## config.mk

```make
export PLATFORM = sky130hd
export DESIGN_NAME = floating_add
export DESIGN_NICKNAME = d
export VERILOG_FILES = /design/src/rtl/fp32_pkg.sv /design/src/rtl/fp32_normalize_round.sv /design/src/rtl/floating_add.sv
export SDC_FILE = /design/constraint.sdc
export NUM_CORES = 1
export LEC_CHECK = 0
export CORE_MARGIN = 2
export CORE_UTILIZATION = 40
export DETAILED_ROUTE_END_ITERATION = 10
export PLACE_DENSITY = 0.68
export SLEW_MARGIN = 20
export SYNTH_ARGS = -nofsm -noshare
export SYNTH_HDL_FRONTEND = slang
export SYNTH_SLANG_ARGS = --single-unit
```

## constraint.sdc

```tcl
create_clock -name clk -period 24.4 [get_ports clk]
set_input_delay 3.66 -clock clk [delete_from_list [all_inputs] [get_ports clk]]
set_output_delay 3.66 -clock clk [all_outputs]
set_load 0.005 [all_outputs]
```

## src/rtl/fp32_pkg.sv

```systemverilog
// Shared binary32 definitions for the floating-point add, compare and divide units.
// Field widths, special encodings, debug-word bit positions and unpack helpers.
package fp32_pkg;

    localparam int EXP_W = 8;
    localparam int MAN_W = 23;
    localparam int BIAS  = 127;

    localparam logic [31:0] QNAN    = 32'h7FC0_0000;
    localparam logic [31:0] POS_INF = 32'h7F80_0000;
    localparam logic [31:0] NEG_INF = 32'hFF80_0000;

    localparam int DBG_EFF_SUB = 8;
    localparam int DBG_SWAP    = 9;
    localparam int DBG_OVF     = 10;
    localparam int DBG_UNF     = 11;
    localparam int DBG_INV     = 12;
    localparam int DBG_INEXACT = 13;

    typedef struct packed {
        logic             sign;
        logic [EXP_W-1:0] exp;
        logic [MAN_W-1:0] frac;
    } fp32_t;

    // Denormals become a zero of the same sign; everything else passes through.
    function automatic fp32_t flush_denormal(input logic [31:0] x);
        fp32_t f;
        f = fp32_t'(x);
        if (f.exp == '0) f.frac = '0;
        return f;
    endfunction

    function automatic logic is_nan(input logic [31:0] x);
        return (x[30:23] == 8'hFF) && (x[22:0] != '0);
    endfunction

    function automatic logic is_inf(input logic [31:0] x);
        return (x[30:23] == 8'hFF) && (x[22:0] == '0);
    endfunction

endpackage

```

## src/rtl/fp32_normalize_round.sv

```systemverilog
// Normalizes a 28-bit mantissa (carry, hidden, 23 fraction, G/R/S), rounds to
// nearest-even, and packs a binary32 with overflow / flush-to-zero handling.
module fp32_normalize_round
    import fp32_pkg::*;
(
    input  logic               sign_i,
    input  logic signed [9:0]  exp_i,
    input  logic [27:0]        mant_i,
    output logic [31:0]        result_o,
    output logic               overflow_o,
    output logic               underflow_o,
    output logic               inexact_o
);

    logic [4:0]         lzc;
    logic [26:0]        norm;
    logic signed [9:0]  norm_exp;
    logic               round_up;
    logic [24:0]        rounded;
    logic signed [9:0]  final_exp;
    logic [22:0]        frac;

    always_comb begin
        lzc = 5'd0;
        for (int i = 0; i < 27; i++) begin
            if (mant_i[i]) lzc = 5'(26 - i);
        end
    end

    always_comb begin
        if (mant_i[27]) begin
            norm     = {mant_i[27:2], mant_i[1] | mant_i[0]};
            norm_exp = exp_i + 10'sd1;
        end else begin
            norm     = mant_i[26:0] << lzc;
            norm_exp = exp_i - signed'({5'd0, lzc});
        end

        round_up  = norm[2] & (norm[1] | norm[0] | norm[3]);
        rounded   = {1'b0, norm[26:3]} + {24'd0, round_up};
        final_exp = norm_exp + (rounded[24] ? 10'sd1 : 10'sd0);
        frac      = rounded[24] ? rounded[23:1] : rounded[22:0];

        result_o    = '0;
        overflow_o  = 1'b0;
        underflow_o = 1'b0;
        inexact_o   = 1'b0;
        // Exact cancellation yields +0 with no flags.
        if (mant_i != '0) begin
            if (final_exp >= 10'sd255) begin
                result_o   = {sign_i, 8'hFF, 23'd0};
                overflow_o = 1'b1;
                inexact_o  = 1'b1;
            end else if (final_exp <= 10'sd0) begin
                underflow_o = 1'b1;
                inexact_o   = 1'b1;
            end else begin
                result_o  = {sign_i, final_exp[7:0], frac};
                inexact_o = |norm[2:0];
            end
        end
    end

endmodule

```

## src/rtl/floating_add.sv

```systemverilog
// Combinational binary32 adder/subtractor with an enable-gated hold register
// for the result and a status word describing the last operation.
module floating_add
    import fp32_pkg::*;
(
    input  logic        clk,
    input  logic        reset,
    input  logic [31:0] a,
    input  logic [31:0] b,
    input  logic        subtract,
    input  logic        enable,
    output logic [31:0] result,
    output logic [31:0] debug
);

    fp32_t              fa, fb, big;
    logic [7:0]         s_exp;
    logic [22:0]        s_frac;
    logic               nan_in, inf_a, inf_b;
    logic               swap, eff_sub;
    logic [7:0]         exp_diff;
    logic [49:0]        shifted;
    logic [26:0]        aligned;
    logic [27:0]        sum;
    logic [31:0]        nr_result;
    logic               nr_ovf, nr_unf, nr_inexact;
    logic [31:0]        result_d, result_q;
    logic [31:0]        debug_d, debug_q;
    logic               ovf, unf, invalid, inexact;

    always_comb begin
        fa      = flush_denormal(a);
        fb      = flush_denormal(b);
        fb.sign = fb.sign ^ subtract;
        nan_in  = is_nan(a) | is_nan(b);
        inf_a   = is_inf(a);
        inf_b   = is_inf(b);

        swap    = {fb.exp, fb.frac} > {fa.exp, fa.frac};
        big     = swap ? fb : fa;
        s_exp   = swap ? fa.exp : fb.exp;
        s_frac  = swap ? fa.frac : fb.frac;
        eff_sub = fa.sign ^ fb.sign;
        // Both exponents fit in 8 bits, so the difference never exceeds 255.
        exp_diff = big.exp - s_exp;

        shifted = {1'b1, s_frac, 26'd0} >> exp_diff;
        if (exp_diff >= 8'd26) aligned = 27'd1;
        else                   aligned = {shifted[49:24], shifted[23] | (|shifted[22:0])};

        if (eff_sub) sum = {1'b0, 1'b1, big.frac, 3'b000} - {1'b0, aligned};
        else         sum = {1'b0, 1'b1, big.frac, 3'b000} + {1'b0, aligned};
    end

    fp32_normalize_round u_norm (
        .sign_i      (big.sign),
        .exp_i       (signed'({2'b00, big.exp})),
        .mant_i      (sum),
        .result_o    (nr_result),
        .overflow_o  (nr_ovf),
        .underflow_o (nr_unf),
        .inexact_o   (nr_inexact)
    );

    always_comb begin
        result_d = nr_result;
        ovf      = nr_ovf;
        unf      = nr_unf;
        inexact  = nr_inexact;
        invalid  = 1'b0;
        if (nan_in || (inf_a && inf_b && eff_sub)) begin
            result_d = QNAN;
            invalid  = 1'b1;
            ovf      = 1'b0;
            unf      = 1'b0;
            inexact  = 1'b0;
        end else if (inf_a || inf_b || s_exp == 8'd0) begin
            // Infinity dominates, a zero smaller operand leaves the larger one exact.
            result_d = big;
            if (big.exp == 8'd0) result_d = {fa.sign & fb.sign, 31'd0};
            ovf      = 1'b0;
            unf      = 1'b0;
            inexact  = 1'b0;
        end
        debug_d = {18'd0, inexact, invalid, unf, ovf, swap, eff_sub, exp_diff};
    end

    always_ff @(posedge clk or negedge reset) begin
        if (!reset) begin
            result_q <= '0;
            debug_q  <= '0;
        end else if (enable) begin
            result_q <= result_d;
            debug_q  <= debug_d;
        end
    end

    assign result = !reset ? 32'd0 : (enable ? result_d : result_q);
    assign debug  = !reset ? 32'd0 : (enable ? debug_d  : debug_q);

endmodule

```

==> summary.md <==
| Metric | Value |
|---|---|
| Synth cell types | `approximately 120` |
| Simple-Gate Fraction of Synth Area | `0.300` |
| CTS hold repair buffers | `0` |
| Layout cells sized above 1 | `0.100` |
| Worst hold slack | `between 0.4 and 0.5 ns` |
| Clock Latency Late Sink | `about 0.34 ns` |
| First-pass GRT wire length | `approximately 120000 um` |
| Adder-Cell Fraction of Synth Area | `0.0707` |
| Max clock buf depth | `2` |
| Synth top area share | `0.0971` |
| Ys flop type | `dfrtp_1` |
| Max Fclk | `approximately 0.042 GHz` |
| Post-DRT Antenna Nets | `0` |
| Top-count cell post-synth | `nand2_1` |
| DRC | `0` |
| Detailed Place HPWL | `between 60000 and 70000 um` |
| Cell taking the most area after synthesis | `dfrtp_1` |
| Die H | `between 200 and 250 um` |
| Initial DRC Count | `between 2000 and 3000` |
| EDFF count, synth | `0` |
| Gr ovfl total | `0` |
| Placeable Area | `roughly 41000 sq um` |
| CP max stage delay | `0.64 ns` |
| Mapped Cells | `about 2400` |
| Crit path max fanout | `34` |
| IO Pins | `132` |
| TritonCTS clock tree | `yes` |
| Cts bufs inserted | `9` |
| DR vias | `just over 20000` |
| FP Rows | `74` |
| Main combinational cell family by area after synthesis | `compound AO/OA/AOI/OAI gates` |
| Final nets | `between 2000 and 3000` |
| Die width | `207 um` |
| Drt via density | `around 6.9` |
| Initial antenna violation count | `1` |
| Synth Warn # | `0` |
| Seq/Total Area, Yosys | `0.0971` |
| Synth Area in XOR/XNOR | `0.0255` |
| Die area | `approximately 43000 sq um` |
| Crit path DAT | `roughly 20 ns` |
| Max Transition Viols Final | `0` |
| Compound-Gate Fraction of Synth Area | `0.337` |
| Routed WL | `~78000 um` |
| All-Layer GR Usage | `0.346` |
| Async SR Flop Fraction | `1.00` |
| Layout Skew | `0 ns` |
| Clk sinks | `64` |
| Max-cap check violation count | `0` |
| Cell Area, Synth | `16500 sq um` |
| PwrDens | `75.5 nW/um^2` |
| Final hold violations | `0` |
| Status | `finished clean` |
| WL/cell | `roughly 26 um` |
| Post-layout minimum cycle time | `approximately 24 ns` |
| Setup crit end kind | `primary output` |
| Number of global-route vias before repair | `a little under 20000` |
| Post-synth top cells | `253 x nand2_1, 232 x nor2_1, 195 x a21oi_1, 124 x o21ai_0, 111 x nand3_1` |
| Initial core utilization | `0.405` |
| H-tree depth | `3` |
| Synth Register Bits | `between 60 and 70` |
| Clock root buffer | `clkbuf_16` |
| Leak pwr | `slightly below 8 nW` |
| Post-synthesis mux area share | `0.100` |
| Largest net degree at the start of global routing | `83` |
| 1st-pass router iterations | `7` |
| Port bufs | `131` |
| Unrepaired setup endpoints after global routing | `no` |
| Avg Cell Area, Syn | `between 6 and 7 sq um` |
| Top cells by area, synth | `dfrtp_1 9.7%, ha_1 6.8%, mux2i_1 6.1%, a21oi_1 5.9%, nand2_1 5.8%` |
| Relative slew slack | `0.0814` |
| Placer Congestion | `1.06` |
| Highest-delay cell along the critical path | `or4_1` |
| Startpoint Class | `input pin` |
| Syn nets | `2562` |
| Max IR drop VDD | `0.0000721 V` |
| Synth-to-Final Area Change | `14.5%` |
| Least-Margin Pin Slew | `1.36 ns` |
| Clk slew on worst S/H paths | `0.06 ns` |
| Worst Path Required | `approximately 21 ns` |
| Fin crit share | `0.973` |
| HP Class | `flop to flop` |
| Fillcell total | `about 4200` |
| Endpoints failing setup | `0` |
| Fin Setup TNS | `0 ns` |
| Critical path type | `input pin to primary output` |
==> flip-flops by register name (all words and copies together), names as in the netlist <==
| register | cells |
|---|---|
| debug_q | 32 |
| result_q | 32 |
==> metal layers <==
layer  global-route usage  share of wire  up-vias
li1                     -              -     9148
met1                0.485           0.41     9878
met2                0.519           0.42     1518
met3               0.0664           0.12      246
met4                0.135          0.045        2
met5                    0        0.00012        -
==> timing repair <==
item                                   in CTS  in global routing
setup endpoints to repair                   0                 33
gates resized for setup                     0                 10
endpoints found under the hold margin       0                  0
setup buffers                               0                  5
==> cell usage in the layout, fill, tap and decap left out, types with 32 or more instances in the layout <==
| cell type | Yosys | routed |
|---|---|---|
| dfrtp_1 | 64 | 64 |
| mux2_2 | 33 | 33 |
| inv_1 | 100 | 100 |
| nor3_1 | 57 | 57 |
| nor2_1 | 232 | 230 |
| nor2b_1 | 49 | 49 |
| a31oi_1 | 40 | 40 |
| a211oi_1 | 46 | 45 |
| a21o_1 | 43 | 43 |
| and2_1 | 92 | 91 |
| o21ai_0 | 124 | 122 |
| nand3_1 | 111 | 111 |
| nor4_1 | 40 | 38 |
| ha_1 | 90 | 87 |
| xnor2_1 | 32 | 32 |
| mux2i_1 | 100 | 100 |
| a21oi_1 | 195 | 193 |
| nand2_1 | 253 | 252 |
| buf_4 | 7 | 101 |
| clkdlybuf4s50_1 | 0 | 129 |
| nand4_1 | 32 | 32 |
==> cell families after synthesis <==
family | after synthesis
fa+ha+maj | 92
flops | 64
buf+inv | 268
compound gates | 787
mux | 146
xor+xnor | 48
simple gates | 997
==> through the flow <==
| step | area, sq um | utilization | instances | power [W] | worst slack [ns] |
|---|---|---|---|---|---|
| floorplan | 16500 | - | 2402 | 0.000852 | 0.865 |
| global placement | 18500 | 0.454 | 2999 | 0.00122 | 1.15 |
| detailed placement | 18500 | 0.454 | 2999 | 0.00122 | 0.994 |
| CTS | 18800 | 0.462 | 3015 | 0.00137 | 0.874 |
| global route | 18900 | 0.463 | 3020 | 0.00149 | 0.0322 |
| finish | 18900 | 0.464 | 3021 | 0.00143 | 0.659 |
==> worst max-delay path: cells and delay by family <==
kind / cells / cell delay [ns]
AO/OA/AOI/OAI: 25 / 6.53
XOR/XNOR: 1 / 0.24
adder cells (fa/ha/maj): 5 / 1.34
buffers and inverters: 7 / 2.35
AND/OR/NAND/NOR: 27 / 5.91
==> final cells by class <==
class	instances	area, sq um	area share
multi-input cells	2070	13800	0.732
repair buffers	231	2050	0.109
flip-flops and latches	64	1600	0.0848
well taps	532	666	0.0352
inverters	107	404	0.0214
clock buffers	9	225	0.0119
clock inverters	7	103	0.00543
diodes	1	2.50	0.000133
==> final timing paths <==
kind                                end  slack [ns]    startpoint  cells past startpoint
hold reg to reg             result_q[4]        0.48   result_q[4]                      2
setup reg to reg           result_q[21]       23.20  result_q[21]                      4
min in group asynchronous    debug_q[6]        3.21         reset                      1
setup / recovery              result[1]        0.66         b[28]                     65
max in group asynchronous    debug_q[3]       20.07         reset                      2
hold / removal              result_q[4]        0.48   result_q[4]                      2
==> power by group <==
group	total, W	switching, W	internal (W)
Sequential	0.000140	0.00000743	0.000133
Combinational	0.00114	0.000733	0.000406
Clock	0.000146	0.0000550	0.0000905
Total	0.00143	0.000796	0.000630
No activity file was read; power rests on OpenSTA's default activity.
